==> src/rtl/soft_dist_pkg.sv <==
`default_nettype none
// ----------------------------------------------------------------------------
// soft_dist_pkg : shared encodings and saturating helpers for soft_distortion_stereo
// Rev 1.0
// ----------------------------------------------------------------------------
package soft_dist_pkg;

  localparam logic [1:0] MODE_SOFT = 2'b00;
  localparam logic [1:0] MODE_HARD = 2'b01;

  typedef enum logic [1:0] {
    CLOSED = 2'd0,
    OPEN   = 2'd1,
    HOLD   = 2'd2
  } gate_state_t;

  // Helpers work on a 64-bit sign-extended carrier; w is the real sample width (w <= 56).
  function automatic logic [63:0] sat_max(input int w);
    return (64'd1 << (w - 1)) - 64'd1;
  endfunction

  function automatic logic [63:0] sat_abs(input logic [63:0] x, input int w);
    logic [63:0] a;
    a = x[63] ? (~x + 64'd1) : x;
    return (a > sat_max(w)) ? sat_max(w) : a;
  endfunction

  function automatic logic [63:0] sat_shift(input logic [63:0] m, input logic [2:0] sh,
                                            input int w);
    logic [63:0] s;
    s = m << sh;
    return (s > sat_max(w)) ? sat_max(w) : s;
  endfunction

  // Concave soft-clip curve: 0 at index 0, knee (max-1) from mid-scale, max at the last entry.
  function automatic int lut_entry(input int i, input int idx_w, input int lut_w);
    int half;
    int top;
    int knee;
    int d;
    half = 1 << (idx_w - 1);
    top  = (1 << lut_w) - 1;
    knee = top - 1;
    if (i >= (1 << idx_w) - 1) return top;
    if (i >= half) return knee;
    d = half - i;
    return knee - (knee * d * d) / (half * half);
  endfunction

endpackage
`default_nettype wire

==> src/rtl/soft_distortion_stereo_dist_channel.sv <==
`default_nettype none
// ----------------------------------------------------------------------------
// dist_channel : per-channel S2/S3 datapath (drive, soft LUT / hard clip, sign restore)
// Rev 1.0
// ----------------------------------------------------------------------------
module dist_channel
  import soft_dist_pkg::*;
#(
  parameter int                DATA_W     = 32,
  parameter int                IDX_W      = 8,
  parameter int                LUT_W      = 8,
  parameter logic [DATA_W-1:0] CLIP_LEVEL = {2'b01, {(DATA_W-2){1'b0}}}
) (
  input  logic              clk,
  input  logic              resetn,
  input  logic              advance,
  input  logic [DATA_W-1:0] sample,
  input  logic [DATA_W-1:0] mag,
  input  logic              enable,
  input  logic              hard,
  input  logic              pass,
  input  logic [2:0]        drive,
  output logic [DATA_W-1:0] result
);

  logic [LUT_W-1:0] lut [2**IDX_W];

  for (genvar g = 0; g < 2**IDX_W; g++) begin : g_lut
    assign lut[g] = LUT_W'(lut_entry(g, IDX_W, LUT_W));
  end

  logic [DATA_W-1:0] mag_d;
  logic [IDX_W-1:0]  idx;

  assign mag_d = DATA_W'(sat_shift(64'(mag), drive, DATA_W));
  assign idx   = mag_d[DATA_W-2 -: IDX_W];

  logic [LUT_W-1:0]  lut_q;
  logic [DATA_W-1:0] clip_q;
  logic [DATA_W-1:0] raw_q;
  logic              en_q;
  logic              hard_q;
  logic              pass_q;

  always_ff @(posedge clk or negedge resetn) begin
    if (!resetn) begin
      lut_q  <= '0;
      clip_q <= '0;
      raw_q  <= '0;
      en_q   <= 1'b0;
      hard_q <= 1'b0;
      pass_q <= 1'b0;
    end else if (advance) begin
      lut_q  <= lut[idx];
      clip_q <= (mag_d > CLIP_LEVEL) ? CLIP_LEVEL : mag_d;
      raw_q  <= sample;
      en_q   <= enable;
      hard_q <= hard;
      pass_q <= pass;
    end
  end

  logic [DATA_W-1:0] mag_o;
  logic [DATA_W-1:0] signed_o;
  logic [DATA_W-1:0] next_o;

  always_comb begin
    mag_o    = hard_q ? clip_q : (DATA_W'(lut_q) << (DATA_W - 1 - LUT_W));
    signed_o = raw_q[DATA_W-1] ? (~mag_o + DATA_W'(1)) : mag_o;
    next_o   = '0;
    if (pass_q) next_o = en_q ? signed_o : raw_q;
  end

  always_ff @(posedge clk or negedge resetn) begin
    if (!resetn)      result <= '0;
    else if (advance) result <= next_o;
  end

endmodule
`default_nettype wire

==> src/rtl/soft_distortion_stereo.sv <==
`default_nettype none
// ----------------------------------------------------------------------------
// soft_distortion_stereo : 3-stage stereo distortion with shared hysteresis noise gate
// Rev 1.0
// ----------------------------------------------------------------------------
module soft_distortion_stereo
  import soft_dist_pkg::*;
#(
  parameter int                DATA_W       = 32,
  parameter int                IDX_W        = 8,
  parameter int                LUT_W        = 8,
  parameter int                GATE_OPEN    = 5_000_000,
  parameter int                GATE_CLOSE   = 3_000_000,
  parameter int                HOLD_SAMPLES = 480,
  parameter logic [DATA_W-1:0] CLIP_LEVEL   = {2'b01, {(DATA_W-2){1'b0}}}
) (
  input  logic              CLOCK_50,
  input  logic              resetn,
  input  logic              enable,
  input  logic [1:0]        mode,
  input  logic [2:0]        drive,
  input  logic              in_valid,
  output logic              in_ready,
  input  logic [DATA_W-1:0] left_in,
  input  logic [DATA_W-1:0] right_in,
  output logic              out_valid,
  input  logic              out_ready,
  output logic [DATA_W-1:0] left_out,
  output logic [DATA_W-1:0] right_out,
  output logic              gate_open
);

  localparam int                CNT_W    = $clog2(HOLD_SAMPLES + 1);
  localparam logic [DATA_W-1:0] OPEN_TH  = DATA_W'(GATE_OPEN);
  localparam logic [DATA_W-1:0] CLOSE_TH = DATA_W'(GATE_CLOSE);

  logic advance;
  logic accept;

  assign advance  = ~out_valid | out_ready;
  assign in_ready = advance;
  assign accept   = in_valid & advance;

  logic [DATA_W-1:0] abs_l;
  logic [DATA_W-1:0] abs_r;
  logic [DATA_W-1:0] mag;

  assign abs_l = DATA_W'(sat_abs(64'(signed'(left_in)), DATA_W));
  assign abs_r = DATA_W'(sat_abs(64'(signed'(right_in)), DATA_W));
  assign mag   = (abs_l > abs_r) ? abs_l : abs_r;

  gate_state_t      state_q;
  gate_state_t      state_d;
  logic [CNT_W-1:0] cnt_q;
  logic [CNT_W-1:0] cnt_d;

  always_comb begin
    state_d = state_q;
    cnt_d   = cnt_q;
    if (accept) begin
      unique case (state_q)
        CLOSED: if (mag >= OPEN_TH) state_d = OPEN;
        OPEN: begin
          if (mag < CLOSE_TH) begin
            state_d = HOLD;
            cnt_d   = CNT_W'(HOLD_SAMPLES - 1);
          end
        end
        HOLD: begin
          if (mag >= OPEN_TH)     state_d = OPEN;
          else if (cnt_q == '0)   state_d = CLOSED;
          else                    cnt_d   = cnt_q - CNT_W'(1);
        end
        default: state_d = CLOSED;
      endcase
    end
  end

  always_ff @(posedge CLOCK_50 or negedge resetn) begin
    if (!resetn) begin
      state_q <= CLOSED;
      cnt_q   <= '0;
    end else begin
      state_q <= state_d;
      cnt_q   <= cnt_d;
    end
  end

  assign gate_open = (state_q != CLOSED);

  logic              s1_valid;
  logic              s2_valid;
  logic              s3_valid;
  logic [DATA_W-1:0] s1_left;
  logic [DATA_W-1:0] s1_right;
  logic [DATA_W-1:0] s1_mag_l;
  logic [DATA_W-1:0] s1_mag_r;
  logic              s1_en;
  logic              s1_hard;
  logic              s1_pass;
  logic [2:0]        s1_drive;

  // The gate tag is the post-update state so the pair that opens the gate is itself passed.
  always_ff @(posedge CLOCK_50 or negedge resetn) begin
    if (!resetn) begin
      s1_valid <= 1'b0;
      s2_valid <= 1'b0;
      s3_valid <= 1'b0;
      s1_left  <= '0;
      s1_right <= '0;
      s1_mag_l <= '0;
      s1_mag_r <= '0;
      s1_en    <= 1'b0;
      s1_hard  <= 1'b0;
      s1_pass  <= 1'b0;
      s1_drive <= '0;
    end else if (advance) begin
      s1_valid <= in_valid;
      s2_valid <= s1_valid;
      s3_valid <= s2_valid;
      s1_left  <= left_in;
      s1_right <= right_in;
      s1_mag_l <= abs_l;
      s1_mag_r <= abs_r;
      s1_en    <= enable;
      s1_hard  <= (mode == MODE_HARD);
      s1_pass  <= (state_d != CLOSED);
      s1_drive <= drive;
    end
  end

  assign out_valid = s3_valid;

  dist_channel #(
    .DATA_W     (DATA_W),
    .IDX_W      (IDX_W),
    .LUT_W      (LUT_W),
    .CLIP_LEVEL (CLIP_LEVEL)
  ) u_left (
    .clk     (CLOCK_50),
    .resetn  (resetn),
    .advance (advance),
    .sample  (s1_left),
    .mag     (s1_mag_l),
    .enable  (s1_en),
    .hard    (s1_hard),
    .pass    (s1_pass),
    .drive   (s1_drive),
    .result  (left_out)
  );

  dist_channel #(
    .DATA_W     (DATA_W),
    .IDX_W      (IDX_W),
    .LUT_W      (LUT_W),
    .CLIP_LEVEL (CLIP_LEVEL)
  ) u_right (
    .clk     (CLOCK_50),
    .resetn  (resetn),
    .advance (advance),
    .sample  (s1_right),
    .mag     (s1_mag_r),
    .enable  (s1_en),
    .hard    (s1_hard),
    .pass    (s1_pass),
    .drive   (s1_drive),
    .result  (right_out)
  );

endmodule
`default_nettype wire
==> config.mk <==
export PLATFORM = sky130hd
export DESIGN_NAME = soft_distortion_stereo
export DESIGN_NICKNAME = d
export VERILOG_FILES = /design/src/rtl/soft_dist_pkg.sv /design/src/rtl/soft_distortion_stereo_dist_channel.sv /design/src/rtl/soft_distortion_stereo.sv
export SDC_FILE = /design/constraint.sdc
export NUM_CORES = 1
export LEC_CHECK = 0
export CAP_MARGIN = 20
export CORE_MARGIN = 2
export CORE_UTILIZATION = 60
export CTS_BUF_LIST = sky130_fd_sc_hd__clkbuf_4 sky130_fd_sc_hd__clkbuf_8
export DETAILED_ROUTE_END_ITERATION = 8
export MAX_ROUTING_LAYER = met4
export PLACE_DENSITY = 0.8
export SETUP_SLACK_MARGIN = 0.1
export SYNTH_ARGS = -nofsm -noshare
export SYNTH_HDL_FRONTEND = slang
export SYNTH_SLANG_ARGS = --single-unit
==> constraint.sdc <==
create_clock -name CLOCK_50 -period 5.8 [get_ports CLOCK_50]
set_input_delay 1.16 -clock CLOCK_50 [delete_from_list [all_inputs] [get_ports CLOCK_50]]
set_output_delay 1.16 -clock CLOCK_50 [all_outputs]
set_load 0.01 [all_outputs]
==> results of run 1 <==
[sequential cells by signal, indices dropped and copies added, names as in the netlist, 2 cells and up]
register / flops
s1_mag_l: 32
u_right.result: 32
u_right.raw_q: 32
u_left.lut_q: 8
u_right.lut_q: 8
u_right.clip_q: 32
u_left.result: 32
u_left.raw_q: 32
s1_drive: 3
s1_mag_r: 32
u_left.clip_q: 32
s1_left: 32
s1_right: 32
cnt_q: 9
state_q: 2
[worst paths after layout]
kind | from | end | slack (ns) | cells after the start
max reg2reg | s1_drive[0] | u_right.lut_q[0] | 0.84 | 11
max | right_in[7] | cnt_q[0] | 0.14 | 19
min | s1_left[16] | u_left.raw_q[16] | 0.44 | 2
max in group asynchronous | resetn | s1_mag_r[0] | 3.99 | 2
min reg2reg | s1_left[16] | u_left.raw_q[16] | 0.44 | 2
min in group asynchronous | resetn | u_right.result[17] | 0.54 | 1
[metrics by stage]
stage | worst slack (ns) | setup TNS (ns) | power [uW]
final | 0.1357 | 0 | 14120
after global routing | 0.009733 | 0 | 14770
after CTS | 0.1011 | 0 | 13720
after detailed placement | -0.8769 | -9.559 | 11080
after global placement | -0.9370 | -10.06 | 10820
after floorplan | -0.02941 | -0.05882 | 8366
[critical path: cells and delay by family]
| kind | cells | cell delay, ns |
|---|---|---|
| AOI/OAI and AO/OA | 3 | 0.78 |
| muxes | 2 | 0.66 |
| and+or+nand+nor | 10 | 2.89 |
| buffers and inverters | 3 | 0.39 |
| adders and majority gates | 1 | 0.27 |
[logic make-up (layout without fill, tap and decap cells)]
group | Yosys count | count (layout)
other cells | 2 | 7
xor+xnor | 93 | 93
flops | 359 | 359
compound gates | 769 | 769
mux | 121 | 121
simple gates | 1410 | 1410
buf+inv | 282 | 640
fa+ha+maj | 59 | 59
[repair_timing]
action,4_1_cts,5_1_grt
pin swaps,37,53
gates cloned,0,1
endpoints found under the setup margin,12,12
buffers inserted,22,10
gates resized for setup,83,90
[synthesized netlist by cell type (38+ instances only)]
cell type / number
a31oi_1: 60
mux2i_1: 68
a21oi_1: 167
and2_1: 38
clkbuf_1: 178
nor3_1: 61
nand3_1: 48
buf_1: 43
xor2_1: 63
ha_1: 59
o31ai_1: 58
dfrtp_1: 359
mux4_2: 39
nand2_1: 776
nor2_1: 258
o21ai_0: 234
[where the power goes]
part | switching (uW) | internal (uW)
clock | 1090 | 1470
sequential | 1010 | 3350
combinational | 4540 | 2660
[metal layers]
layer  track usage  part of all wire
met4        0.2934             0.079
met5             -                 0
met2        0.7022              0.44
met1        0.5802              0.37
met3       0.09902              0.11
[area by class of cell]
type | instances | area (um^2)
clock inverter | 15 | 207.7
tap | 532 | 665.6
clock buffer | 90 | 1170
antenna | 5 | 12.51
multi-input combinational | 2454 | 15200
timing repair buffer | 494 | 4168
sequential | 359 | 8997
inverter | 41 | 166.4
fill | 2797 | 9962
==> impl_results.md, run 1 <==
* Fmax at between 150 and 200 MHz
* Vias in the first global route at about 25,000
* Initial antenna violation count at 3
* WL/cell at 24.48 um
* Num rows at 74
* Core Area at 0.04055 mm^2
* Cell repeated most along the worst path: nand4_1
* Max-slew violation count at 0
* Worst path required time at 6.32 ns
* Synth top area share at 0.3666
* Power density over cell area at between 400 and 500 mW/mm^2
* Worst skew pair latency at 0.70 ns
* Fin util at 0.7544
* Most frequent cells in the layout: nand2_1, dfrtp_1, buf_4
* VDD IR max at 225.9 uV
* CP arrival at ~6.2 ns
* # clock sinks at 359
* Synthesis Warnings at 0
* Synthesized instance count at 3,095
* Post-route cell area at 0.03059 mm^2
* CP max FO at 4
* Simple-gate share of the synthesized area at 0.2555
* CTS Root Cell: clkbuf_8
* Remaining routing DRC violations at 0
* Htree depth at 2
* Dpl cells at 3,846
* Post-Syn Nets at 3,228
* Routed wire length at 97,690 um
* Most common cell after layout, fill and taps aside: nand2_1
* Worst slew pin tran at 1.120 ns
* Pre-antenna DRT Iters at 9
* Mapped Area at 0.02450 mm^2
* XOR/XNOR share of the synthesized area at 0.03324
* Kind of critical path: input port to register
* Nets at 3,540
* Max_slew headroom at 0.2535
* RePlAce Congestion at 1.144
* Dpl cell area at between 0.02 and 0.03 mm^2
* RSZ-0062 raised after global routing: yes
* Layout area overhead at 24.85%
* Max_cap viols at 0
* Main combinational cell family by area after synthesis: simple AND/OR/NAND/NOR gates
* Clock-pin slew on the worst setup and hold paths at approximately 0.07 ns
* All-Layer GR Usage at 0.4684
* Die Ht at 206.1 um
* Critical path's slowest cell: or4_4
* Num CTS Buffers at 57
* Critical Path, Cell by Cell: buf_6 > or4_4 > buf_6 > nor4_4 > nand4_1 > o31ai_2 > mux2_4 > ha_4 > nand4_1 > or3_4 > or3b_4 > o41a_1 > buf_4 > nor2_4 > nand4_1 > o22a_4 > nor4b_4 > or2_4 > mux2_4
* Leakage Power at 0.01375 uW
* Mean Syn Cell Area at between 7 and 8 um^2
* Share of synthesized registers carrying an async set or reset at 1.000
* Layout cells sized above 1 at 0.1874
* Final min period at 5.664 ns
* Avg Vias per Cell at 6.743
* Post-synthesis mux area share at 0.07006
* DP HPWL at 70,670 um
* Iter 0 DRT Violations at about 4,000
* Worst path max stage delay at 0.55 ns
* Startpoint types: input port
* Fin. Hold Viols at 0
* Post-synthesis adder-cell area fraction at 0.03013
* # port buffers at 140
* Starting Density at 0.6042
* I/O pin count at 141
* Die Area at 0.04247 mm^2
* Skew final at between 0.06 and 0.07 ns
* Dominant cell type by area after synthesis: dfrtp_1
* Post-synth EDFFs at 0
* Pin count of the biggest net entering global routing at 191
* Crit. End Element: register
* Hold slack final at 0.4378 ns
* Die Wd at 206.1 um
* Clock Tree Buf Depth at 3
* Sequential area share after synthesis at 0.3666
* Setup violators final at 0
* Global route overflow at 0
* Routed Antenna Nets at 0
* Seq cells post-synth at 359
* Netlist cell types at 88
* Via count at 26,910
* Non-filler instance count after layout at 3,990
* CTS tree: done
* First-pass GRT wire length at 147,000 um
* Status: completed
* Synth Area in Compound Gates at 0.1993
* Post-synth top flop: dfrtp_1
* Tightest Hold Check Type: register to register
* Final period utilization at 0.9766
* # hold bufs at CTS at 0
* Largest cells by area after synthesis: dfrtp_1, nand2_1, o21ai_0, nor2_1, mux4_2
(Power assumes the default switching activity.)
==> inputs of run 2 (changes only) <==
--- a/config.mk
+++ b/config.mk
@@ -13,6 +13,7 @@
 export MAX_ROUTING_LAYER = met4
 export PLACE_DENSITY = 0.8
 export SETUP_SLACK_MARGIN = 0.1
+export SKIP_CTS_REPAIR_TIMING = 1
 export SYNTH_ARGS = -nofsm -noshare
 export SYNTH_HDL_FRONTEND = slang
 export SYNTH_SLANG_ARGS = --single-unit
==> run 2 against run 1 <==
Highest routed layer unchanged. Cell area is 0.29% higher. Clock-buffer cell count stayed put. Critical endpoint is now cnt_q[8]. Final cell count is 0.18% lower. Maximum frequency is 1.3% higher. Critical path type unchanged.
==> impl_results.md, run 2 (same netlist as run 1, synthesis figures left out) <==
* Status: completed (unchanged)
* First-pass GRT wire length at 145,800 um (was 147,000 um)
* Die Ht at 206.1 um (unchanged)
* WL/cell at 24.61 um (was 24.48 um)
* Final period utilization at 0.9645 (was 0.9766)
* Routed wire length at 98,030 um (was 97,690 um)
* Worst path required time at 6.33 ns (was 6.32 ns)
* VDD IR max at 235.3 uV (was 225.9 uV)
* Layout cells sized above 1 at 0.1862 (was 0.1874)
* Skew final at 0.05142 ns (was 0.06394 ns)
* Htree depth at 2 (unchanged)
* I/O pin count at 141 (unchanged)
* CP startpoint: left_in[2] (was right_in[7])
* Routed Antenna Nets at 0 (unchanged)
* RSZ-0062 raised after global routing: no (was yes)
* Setup violators final at 0 (unchanged)
* Most common cell after layout, fill and taps aside: nand2_1 (unchanged)
* Layout area overhead at 25.21% (was 24.85%)
* Hold Path Cell Cnt at 2 (unchanged)
* Worst path buffer plus inverter count at 3 (unchanged)
* Startpoint types: input port (unchanged)
* Worst skew pair latency at 0.69 ns (was 0.70 ns)
* Via count at 26,870 (was 26,910)
* Hold path startpoint: s1_left[16] (unchanged)
* Vias in the first global route at 24,900 (was 25,130)
* Dpl cells at 3,846 (unchanged)
* Fin. Hold Viols at 0 (unchanged)
* Die Wd at 206.1 um (unchanged)
* Nets at 3,535 (was 3,540)
* Reg2reg path depth at 11 (unchanged)
* Initial antenna violation count at 2 (was 3)
* Critical path's slowest cell: or4b_4 (was or4_4)
* Pre-antenna DRT Iters at 9 (unchanged)
* Num CTS Buffers at 57 (unchanged)
* Pin count of the biggest net entering global routing at 191 (unchanged)
* Top Metal Used: met4 (unchanged)
* Critical Path, Cell by Cell: clkdlybuf4s50_1 > or4b_4 > buf_4 > o41ai_2 > xor2_1 > nand2_1 > ha_1 > nand4_1 > nor4_4 > or3b_4 > o41a_1 > or4_4 > nor4_4 > a31oi_1 > nor4b_4 > or2_4 > buf_4 > o211a_1 (was buf_6 > or4_4 > buf_6 > nor4_4 > nand4_1 > o31ai_2 > mux2_4 > ha_4 > nand4_1 > or3_4 > or3b_4 > o41a_1 > buf_4 > nor2_4 > nand4_1 > o22a_4 > nor4b_4 > or2_4 > mux2_4)
* Die Area at 0.04247 mm^2 (unchanged)
* Power density over cell area at 461.0 mW/mm^2 (was 461.7 mW/mm^2)
* Starting Density at 0.6042 (unchanged)
* Avg Vias per Cell at 6.747 (was 6.743)
* Max_slew headroom at 0.2645 (was 0.2535)
* # clock sinks at 359 (unchanged)
* Met2 Routed Length at 43,890 um (was 43,410 um)
* Leakage Power at 0.01390 uW (was 0.01375 uW)
* Iter 0 DRT Violations at 4,126 (was 3,958)
* DP HPWL at 70,670 um (unchanged)
* Clock-pin slew on the worst setup and hold paths at 0.07 ns (about the same)
* RePlAce Congestion at 1.144 (unchanged)
* Remaining routing DRC violations at 0 (unchanged)
* Top cell family by delay on the critical path: simple AND/OR/NAND/NOR gates (unchanged)
* Metal3 WL at 10,540 um (was 10,890 um)
* Final WS setup at 0.2061 ns (was 0.1357 ns)
* Max-slew violation count at 0 (unchanged)
* Max_cap viols at 0 (unchanged)
* Worst path max stage delay at 0.61 ns (was 0.55 ns)
* Global route overflow at 0 (unchanged)
* All-Layer GR Usage at 0.4652 (was 0.4684)
* Pre-CTS setup slack at -0.8769 ns (unchanged)
* Core Area at 0.04055 mm^2 (unchanged)
* Fmax at 178.8 MHz (was 176.5 MHz)
* Most frequent cells in the layout: nand2_1, dfrtp_1, buf_4 (unchanged)
* # port buffers at 140 (unchanged)
* Clock Tree Buf Depth at 3 (unchanged)
* Num rows at 74 (unchanged)
* CP max FO at 6 (was 4)
* Non-filler instance count after layout at 3,983 (was 3,990)
* Hold slack final at 0.4527 ns (was 0.4378 ns)
* CTS tree: done (unchanged)
* Final min period at 5.594 ns (was 5.664 ns)
* Tightest Hold Check Type: register to register (unchanged)
* Post-Route M1 WL at 36,140 um (was 35,680 um)
* CTS Root Cell: clkbuf_8 (unchanged)
* WP depth at 18 (was 19)
* Kind of critical path: input port to register (unchanged)
* CP arrival at 6.12 ns (was 6.18 ns)
* Crit. End Element: register (unchanged)
* Worst R2R Start: s1_drive[0] (unchanged)
* Worst slew pin tran at 1.103 ns (was 1.120 ns)
[run 2: changes by cell type in the layout (fill, tap and decap cells not counted), sizes merged]
cell           previous run  this run
clkbuf                   97        90
clkdlybuf4s50           101       106
dlymetal6s2s             17        33
clkdlybuf4s15             1         0
dlygate4sd2              12         0
diode                     5         3
buf                     356       350
[run 2: final timing paths]
path                                            to  slack (ns)
worst max-delay path                      cnt_q[8]        0.21
worst min-delay path              u_left.raw_q[16]        0.45
worst max register to register    u_right.lut_q[0]        0.84
worst min register to register    u_left.raw_q[16]        0.45
max in group asynchronous              s1_mag_r[0]        3.99
min in group asynchronous       u_right.result[17]        0.55
[run 2: report_power, final]
group	total, uW	switching (uW)	internal [uW]	leakage, uW
combinational	7210	4550	2660	0.00881
sequential	4370	1020	3350	0.00437
clock	2560	1090	1470	0.000722
total	14100	6660	7490	0.0139
[run 2: area by class of cell]
class / instances / area, um^2
sequential: 359 / 8997
fill: 2768 / 9872
timing repair buffer: 489 / 4220
antenna: 3 / 7.507
clock inverter: 15 / 207.7
tap: 532 / 665.6
multi-input combinational: 2454 / 15250
clock buffer: 90 / 1170
inverter: 41 / 166.4
[run 2: routing by layer]
layer  GRT usage  vias up
li1            -    11630
met1      0.5744    12830
met2      0.6961     1921
met3      0.1060      495
met4      0.2857        0
met5           -        -
[run 2: per-stage QoR]
step                      total power [uW]    util  cell area, um^2  setup TNS (ns)
final                                14140  0.7566            30680               0
after global routing                 14780  0.7565            30680               0
after CTS                            13690  0.7303            29620          -1.839
after detailed placement             11080  0.6964            28240          -9.559
after global placement               10820  0.6964            28240          -10.06
after floorplan                       8366       -            24690        -0.05882
[run 2: worst reg2reg max path, stage by stage (launching register included)]
cell and delay (ns):
dfrtp_4 0.68, buf_4 0.52, buf_4 0.47, mux4_2 0.65, nand2_1 0.12, nand2_1 0.58, a21oi_1 0.76, nor2_1 0.11
o21ai_0 0.21, a21oi_1 0.09, nor3_1 0.55, o31ai_1 0.12
